===== src/rtl/cal_acc_pkg.sv =====
// cal_acc_pkg: shared widths, state encoding and sign extension for the calibration accumulator.
package cal_acc_pkg;
    localparam int DW = 24;
    localparam int AW = 9;
    localparam int SW = 42;

    typedef enum logic [1:0] {IDLE, ACCUM, FLUSH} state_t;

    function automatic logic [SW-1:0] sext(input logic [DW-1:0] d);
        return {{(SW-DW){d[DW-1]}}, d};
    endfunction
endpackage


===== src/rtl/cal_acc_fwd.sv =====
// cal_acc_fwd: recent (valid, bin, sum) history with newest-first match for read-after-write forwarding.
module cal_acc_fwd
    import cal_acc_pkg::*;
#(
    parameter int DEPTH = 3
) (
    input  logic          CLK,
    input  logic          RESETN,
    input  logic          push_valid,
    input  logic [AW-1:0] push_bin,
    input  logic [SW-1:0] push_sum,
    input  logic [AW-1:0] look_bin,
    output logic          hit,
    output logic [SW-1:0] fwd_sum
);
    logic [DEPTH-1:0]         hv;
    logic [DEPTH-1:0][AW-1:0] hb;
    logic [DEPTH-1:0][SW-1:0] hs;

    // Index 0 is the newest entry; idle cycles shift in invalid entries so age is in cycles.
    always_ff @(posedge CLK or negedge RESETN) begin
        if (!RESETN) begin
            hv <= '0;
            hb <= '0;
            hs <= '0;
        end else begin
            hv <= {hv[DEPTH-2:0], push_valid};
            hb <= {hb[DEPTH-2:0], push_bin};
            hs <= {hs[DEPTH-2:0], push_sum};
        end
    end

    always_comb begin
        hit = 1'b0;
        fwd_sum = '0;
        for (int i = DEPTH - 1; i >= 0; i--) begin
            if (hv[i] && hb[i] == look_bin) begin
                hit = 1'b1;
                fwd_sum = hs[i];
            end
        end
    end
endmodule


===== src/rtl/cal_bin_accumulator.sv =====
// cal_bin_accumulator: sums 2^navg_log2 spectra per bin by read-modify-write on the calibration SRAM.
module cal_bin_accumulator
    import cal_acc_pkg::*;
#(
    parameter int RD_LAT        = 2,
    parameter int NAVG_MAX_LOG2 = 15
) (
    input  logic          CLK,
    input  logic          RESETN,
    input  logic          start,
    input  logic [3:0]    navg_log2,
    input  logic          in_valid,
    input  logic [AW-1:0] in_bin,
    input  logic [DW-1:0] in_data,
    input  logic          in_last,
    output logic          busy,
    output logic          done,
    output logic          drop_err,
    output logic          out_valid,
    output logic [AW-1:0] out_bin,
    output logic [SW-1:0] out_data,
    output logic [AW-1:0] ram_r_addr,
    input  logic [SW-1:0] ram_r_data,
    output logic [AW-1:0] ram_w_addr,
    output logic [SW-1:0] ram_w_data,
    output logic          ram_w_en
);
    localparam int L  = RD_LAT - 1;
    localparam int CW = NAVG_MAX_LOG2;
    localparam int FW = $clog2(RD_LAT + 2);

    if (SW < DW + NAVG_MAX_LOG2 + 1) begin : g_width_check
        $error("SW too narrow for DW + NAVG_MAX_LOG2 + 1");
    end

    state_t                    state, state_d;
    logic [3:0]                n;
    logic [CW-1:0]             spec_cnt;
    logic [FW-1:0]             fcnt;
    logic                      accept, start_ok, last_spec, hit;
    logic [RD_LAT-1:0]         pv, pf, pl;
    logic [RD_LAT-1:0][AW-1:0] pb;
    logic [RD_LAT-1:0][DW-1:0] pd;
    logic [SW-1:0]             fwd_sum, sum, res_sum;
    logic [AW-1:0]             res_bin;

    assign accept     = in_valid && state == ACCUM;
    assign start_ok   = start && state == IDLE;
    assign last_spec  = {1'b0, spec_cnt} == ((CW+1)'(1) << n) - 1'b1;
    assign busy       = state != IDLE;
    assign ram_r_addr = in_bin;
    assign ram_w_addr = res_bin;
    assign ram_w_data = res_sum;
    assign out_bin    = res_bin;
    assign out_data   = res_sum;
    // The first spectrum ignores SRAM contents and history; stale data from earlier runs never leaks in.
    assign sum = (pf[L] ? '0 : hit ? fwd_sum : ram_r_data) + sext(pd[L]);

    always_comb begin
        state_d = state;
        if (start_ok) state_d = ACCUM;
        if (accept && in_last && last_spec) state_d = FLUSH;
        if (state == FLUSH && fcnt == FW'(RD_LAT)) state_d = IDLE;
    end

    always_ff @(posedge CLK or negedge RESETN) begin
        if (!RESETN) begin
            state     <= IDLE;
            n         <= '0;
            spec_cnt  <= '0;
            fcnt      <= '0;
            done      <= 1'b0;
            drop_err  <= 1'b0;
            pv        <= '0;
            pf        <= '0;
            pl        <= '0;
            pb        <= '0;
            pd        <= '0;
            ram_w_en  <= 1'b0;
            out_valid <= 1'b0;
            res_bin   <= '0;
            res_sum   <= '0;
        end else begin
            state    <= state_d;
            fcnt     <= state == FLUSH ? fcnt + 1'b1 : '0;
            done     <= state == FLUSH && fcnt == FW'(RD_LAT);
            drop_err <= (drop_err && !start_ok) || (in_valid && state != ACCUM);
            if (start_ok) begin
                n        <= ({1'b0, navg_log2} > 5'(NAVG_MAX_LOG2)) ? 4'(NAVG_MAX_LOG2) : navg_log2;
                spec_cnt <= '0;
            end else if (accept && in_last && !last_spec) begin
                spec_cnt <= spec_cnt + 1'b1;
            end
            pv[0] <= accept;
            pf[0] <= spec_cnt == '0;
            pl[0] <= last_spec;
            pb[0] <= in_bin;
            pd[0] <= in_data;
            for (int i = 1; i < RD_LAT; i++) begin
                pv[i] <= pv[i-1];
                pf[i] <= pf[i-1];
                pl[i] <= pl[i-1];
                pb[i] <= pb[i-1];
                pd[i] <= pd[i-1];
            end
            ram_w_en  <= pv[L] && !pl[L];
            out_valid <= pv[L] && pl[L];
            if (pv[L]) begin
                res_bin <= pb[L];
                res_sum <= sum;
            end
        end
    end

    cal_acc_fwd #(.DEPTH(RD_LAT + 1)) u_fwd (
        .CLK       (CLK),
        .RESETN    (RESETN),
        .push_valid(pv[L]),
        .push_bin  (pb[L]),
        .push_sum  (sum),
        .look_bin  (pb[L]),
        .hit       (hit),
        .fwd_sum   (fwd_sum)
    );
endmodule


===== config.mk =====
export PLATFORM = sky130hd
export DESIGN_NAME = cal_bin_accumulator
export DESIGN_NICKNAME = d
export VERILOG_FILES = /design/src/rtl/cal_acc_pkg.sv /design/src/rtl/cal_acc_fwd.sv /design/src/rtl/cal_bin_accumulator.sv
export SDC_FILE = /design/constraint.sdc
export NUM_CORES = 1
export LEC_CHECK = 0
export ABC_AREA = 1
export CELL_PAD_IN_SITES_DETAIL_PLACEMENT = 1
export CELL_PAD_IN_SITES_GLOBAL_PLACEMENT = 2
export CORE_MARGIN = 4
export CORE_UTILIZATION = 36
export CTS_BUF_LIST = sky130_fd_sc_hd__clkbuf_4 sky130_fd_sc_hd__clkbuf_8 sky130_fd_sc_hd__clkbuf_16
export DETAILED_ROUTE_END_ITERATION = 8
export GPL_ROUTABILITY_DRIVEN = 0
export PLACE_DENSITY = 0.95
export SYNTH_ARGS = -nofsm -noshare
export SYNTH_HDL_FRONTEND = slang
export SYNTH_SLANG_ARGS = --single-unit

===== constraint.sdc =====
create_clock -name CLK -period 5.9 [get_ports CLK]
set_clock_uncertainty 0.2 [all_clocks]
set_input_delay 1.18 -clock CLK [delete_from_list [all_inputs] [get_ports CLK]]
set_output_delay 1.18 -clock CLK [all_outputs]
set_load 0.03 [all_outputs]

==> impl_metrics.toml <==
[sta]
worstMarginPinSlew_ns = 1.01
final_hold_viol_count = 0
period_needed_ns = 5.11
setup_tns_ns = 0
final-setup-viol-count = 0
clock.fmax_ghz = 0.196
rsz0062_at_grt = "no"
timing.final.ws_setup_ns = 0.788
max_slew_margin_pct = 33.0
period_share_pct = 86.6
maxSlewViolCount = 0

[yosys]
yosys-top-cells-count = "nand2_1, dfrtp_1, nand3_1"
yosys-top-cells-area = "dfrtp_1, nand2_1, nand3_1"
synthCells = 1754
ys_types = 40
synth_seq_cells = 306
synth_edf_count = 0
synth_nets = 1884
ys_warn_count = 0
seq_area_frac_synth_pct = 51.3
synth_area_um2 = 14900
yosysMostFrequentCell = "nand2_1"
syn_area_per_cell_um2 = 8.50
synth_ff_type = "dfrtp_1"
async_reset_ff_share_pct = 100
yosysTopAreaCell = "dfrtp_1"
yosysTopAreaCellShare_pct = 51.3

[route]
drc = 0
vias = 12400
antenna_left = 0
first_pass_iters = 4
wl_per_cell_um = 19.2
wirelength_mm = 47.0
drt_iter0_markers = 679
viasPerCell = 5.08

[critical_path]
crit_start = "pb[12]"
arrival_ns = 5.30
crit_top_cell = "nand2_1"
worstSetupEndpointType = "flip-flop"
critPathMaxStageDelay_ns = 0.71
crit_chain = "inv_2 > nand2_1 > nand2_1 > nor2_1 > nand3_1 > nor2_2 > nand3_1 > nand3_1 > o21ai_0 > a21oi_1 > ha_1 > inv_1 > fa_1 > inv_1 > nand3_1 > nand2_1 > nand2_1 > nand2_1 > nand2_1 > nand2_1 > a21oi_1 > o21ai_0 > xor2_1 > o21ai_0"
cpMaxStageDelayCell = "nor2_2"
r2r-start = "pb[12]"
startpoint_type = "flip-flop"
path_class = "reg -> reg"
crit_path_max_fanout = 17
cp.required_ns = 6.09
reg2reg_depth = 24

[power_and_ir_drop]
powerDensity_nw_per_um2 = 458
ir_drop_mv = 0.286
power.total_mw = 8.35
p_leak_nw = 8.44

[clock_tree]
cts_max_level = 2
insertion_delay_ns = 0.53
cts_tree = "yes"
clkSinkCount = 306
cts_buffer_depth = 3
clk_pin_slew_ns = 0.06
cts-root-buf = "clkbuf_16"
cts_resized = 0
cts_buffers = 35
cts_setup_buffers = 0
hold_buffers = 0

[min_path]
hold_class = "reg -> reg"
whs_path_depth = 0
min-delay-start = "pf[0]"

[floorplanning]
io_pins = 200
core_area_um2 = 40900
rows = 74
start_util_pct = 36.4
chipHeight_um = 212
die_width_um = 212
die_area_um2 = 44800

[cells_and_area]
syn_to_final_growth_pct = 22.1
finalNonFillerCells = 2447
nets = 2017
fin_util_pct = 44.5
fillers = 4770
drive_above_1_share_pct = 5.85

[global_route]
grt_max_degree = 131
antenna_found_initial = 3
grt_pass1_wl_mm = 74.7
track_usage_pct = 20.8
grt_overflow = 0
grt_pass1_vias = 13600

[placed_design]
dpl.hpwl_mm = 34.1
dp.cells = 2382
dp_slack_ns = 0.822
io_buffers = 199

[run_status]
status = "complete, no violations"

[flow_run]
cap_violations = 0
==> area by class of cell <==
class / count / area [um2] / share of cell area (%)
flip-flops and latches: 306 / 7660 / 42.1
multi-input cells: 1170 / 5960 / 32.7
repair buffers: 213 / 2130 / 11.7
clock buffers: 48 / 1010 / 5.55
well taps: 532 / 666 / 3.66
inverters: 161 / 604 / 3.32
clock inverters: 16 / 179 / 0.983
diodes: 1 / 2.50 / 0.0137
==> final timing paths <==
path	endpoint	slack [ns]
setup / recovery	out_data[22]	0.79
hold / removal	pf[1]	0.14
setup reg to reg	out_data[22]	0.79
hold reg to reg	pf[1]	0.14
max in group asynchronous	u_fwd.hs[124]	3.59
min in group asynchronous	out_data[11]	0.52
==> worst max-delay path: cells and delay by family (launching register included) <==
kind / cells / cell delay [ns]
compound gates: 5 / 1.05
xor+xnor: 1 / 0.41
fa+ha+maj: 2 / 0.59
buf+inv: 3 / 0.21
flops: 1 / 0.44
simple gates: 13 / 2.05
==> per-stage QoR <==
| stage | hold slack [ns] | instance area [um2] |
|---|---|---|
| 6_report | 0.144 | 18200 |
| 5_1_grt | 0.154 | 18200 |
| 4_1_cts | 0.143 | 18200 |
| 3_5_place_dp | 0.136 | 17000 |
| 3_3_place_gp | 0.132 | 17000 |
| 2_1_floorplan | 0.131 | 14900 |
==> cell usage in the layout (no fill, tap or decap), drive strengths merged, types with 15 or more instances in the layout <==
cell type,instances
a21oi,49
a31oi,50
buf,15
clkbuf,48
clkdlybuf4s50,198
dfrtp,306
ha,45
inv,163
nand2,486
nand3,167
nand4,23
nor2,117
o21ai,95
xnor2,17
xor2,47
==> metal layers <==
layer	up-vias	global-route usage (%)	routed length, um
met5	-	0	26
met4	4	5.60	1130
met3	64	2.90	1650
met2	241	36.8	23800
met1	6223	26.9	20400
li1	5899	-	-
==> power breakdown <==
part / internal, mW / switching (mW) / total [mW]
logic: 1.05 / 1.91 / 2.96
clock network: 1.34 / 0.879 / 2.22
registers: 2.74 / 0.431 / 3.17
==> sequential cells by signal, indices dropped and copies added, names as in the netlist <==
| name | flops |
|---|---|
| out_bin | 9 |
| pd | 48 |
| spec_cnt | 15 |
| u_fwd.hb | 27 |
| fcnt | 2 |
| state | 2 |
| ram_w_en | 1 |
| pf | 2 |
| drop_err | 1 |
| n | 4 |
| out_valid | 1 |
| pb | 18 |
| done | 1 |
| pl | 2 |
| out_data | 42 |
| pv | 2 |
| u_fwd.hs | 126 |
| u_fwd.hv | 3 |
==> cells by family after synthesis <==
kind of cell	count (synthesis)	synth area share [%]
and+or+nand+nor	842	24.1
DFF	306	51.3
buffers and inverters	278	8.72
AOI/OAI and AO/OA	217	8.11
xor gates and xnor gates	64	3.76
adders and majority gates	46	3.91
muxes	1	0.0755
Power figures use the tool's default switching activity.
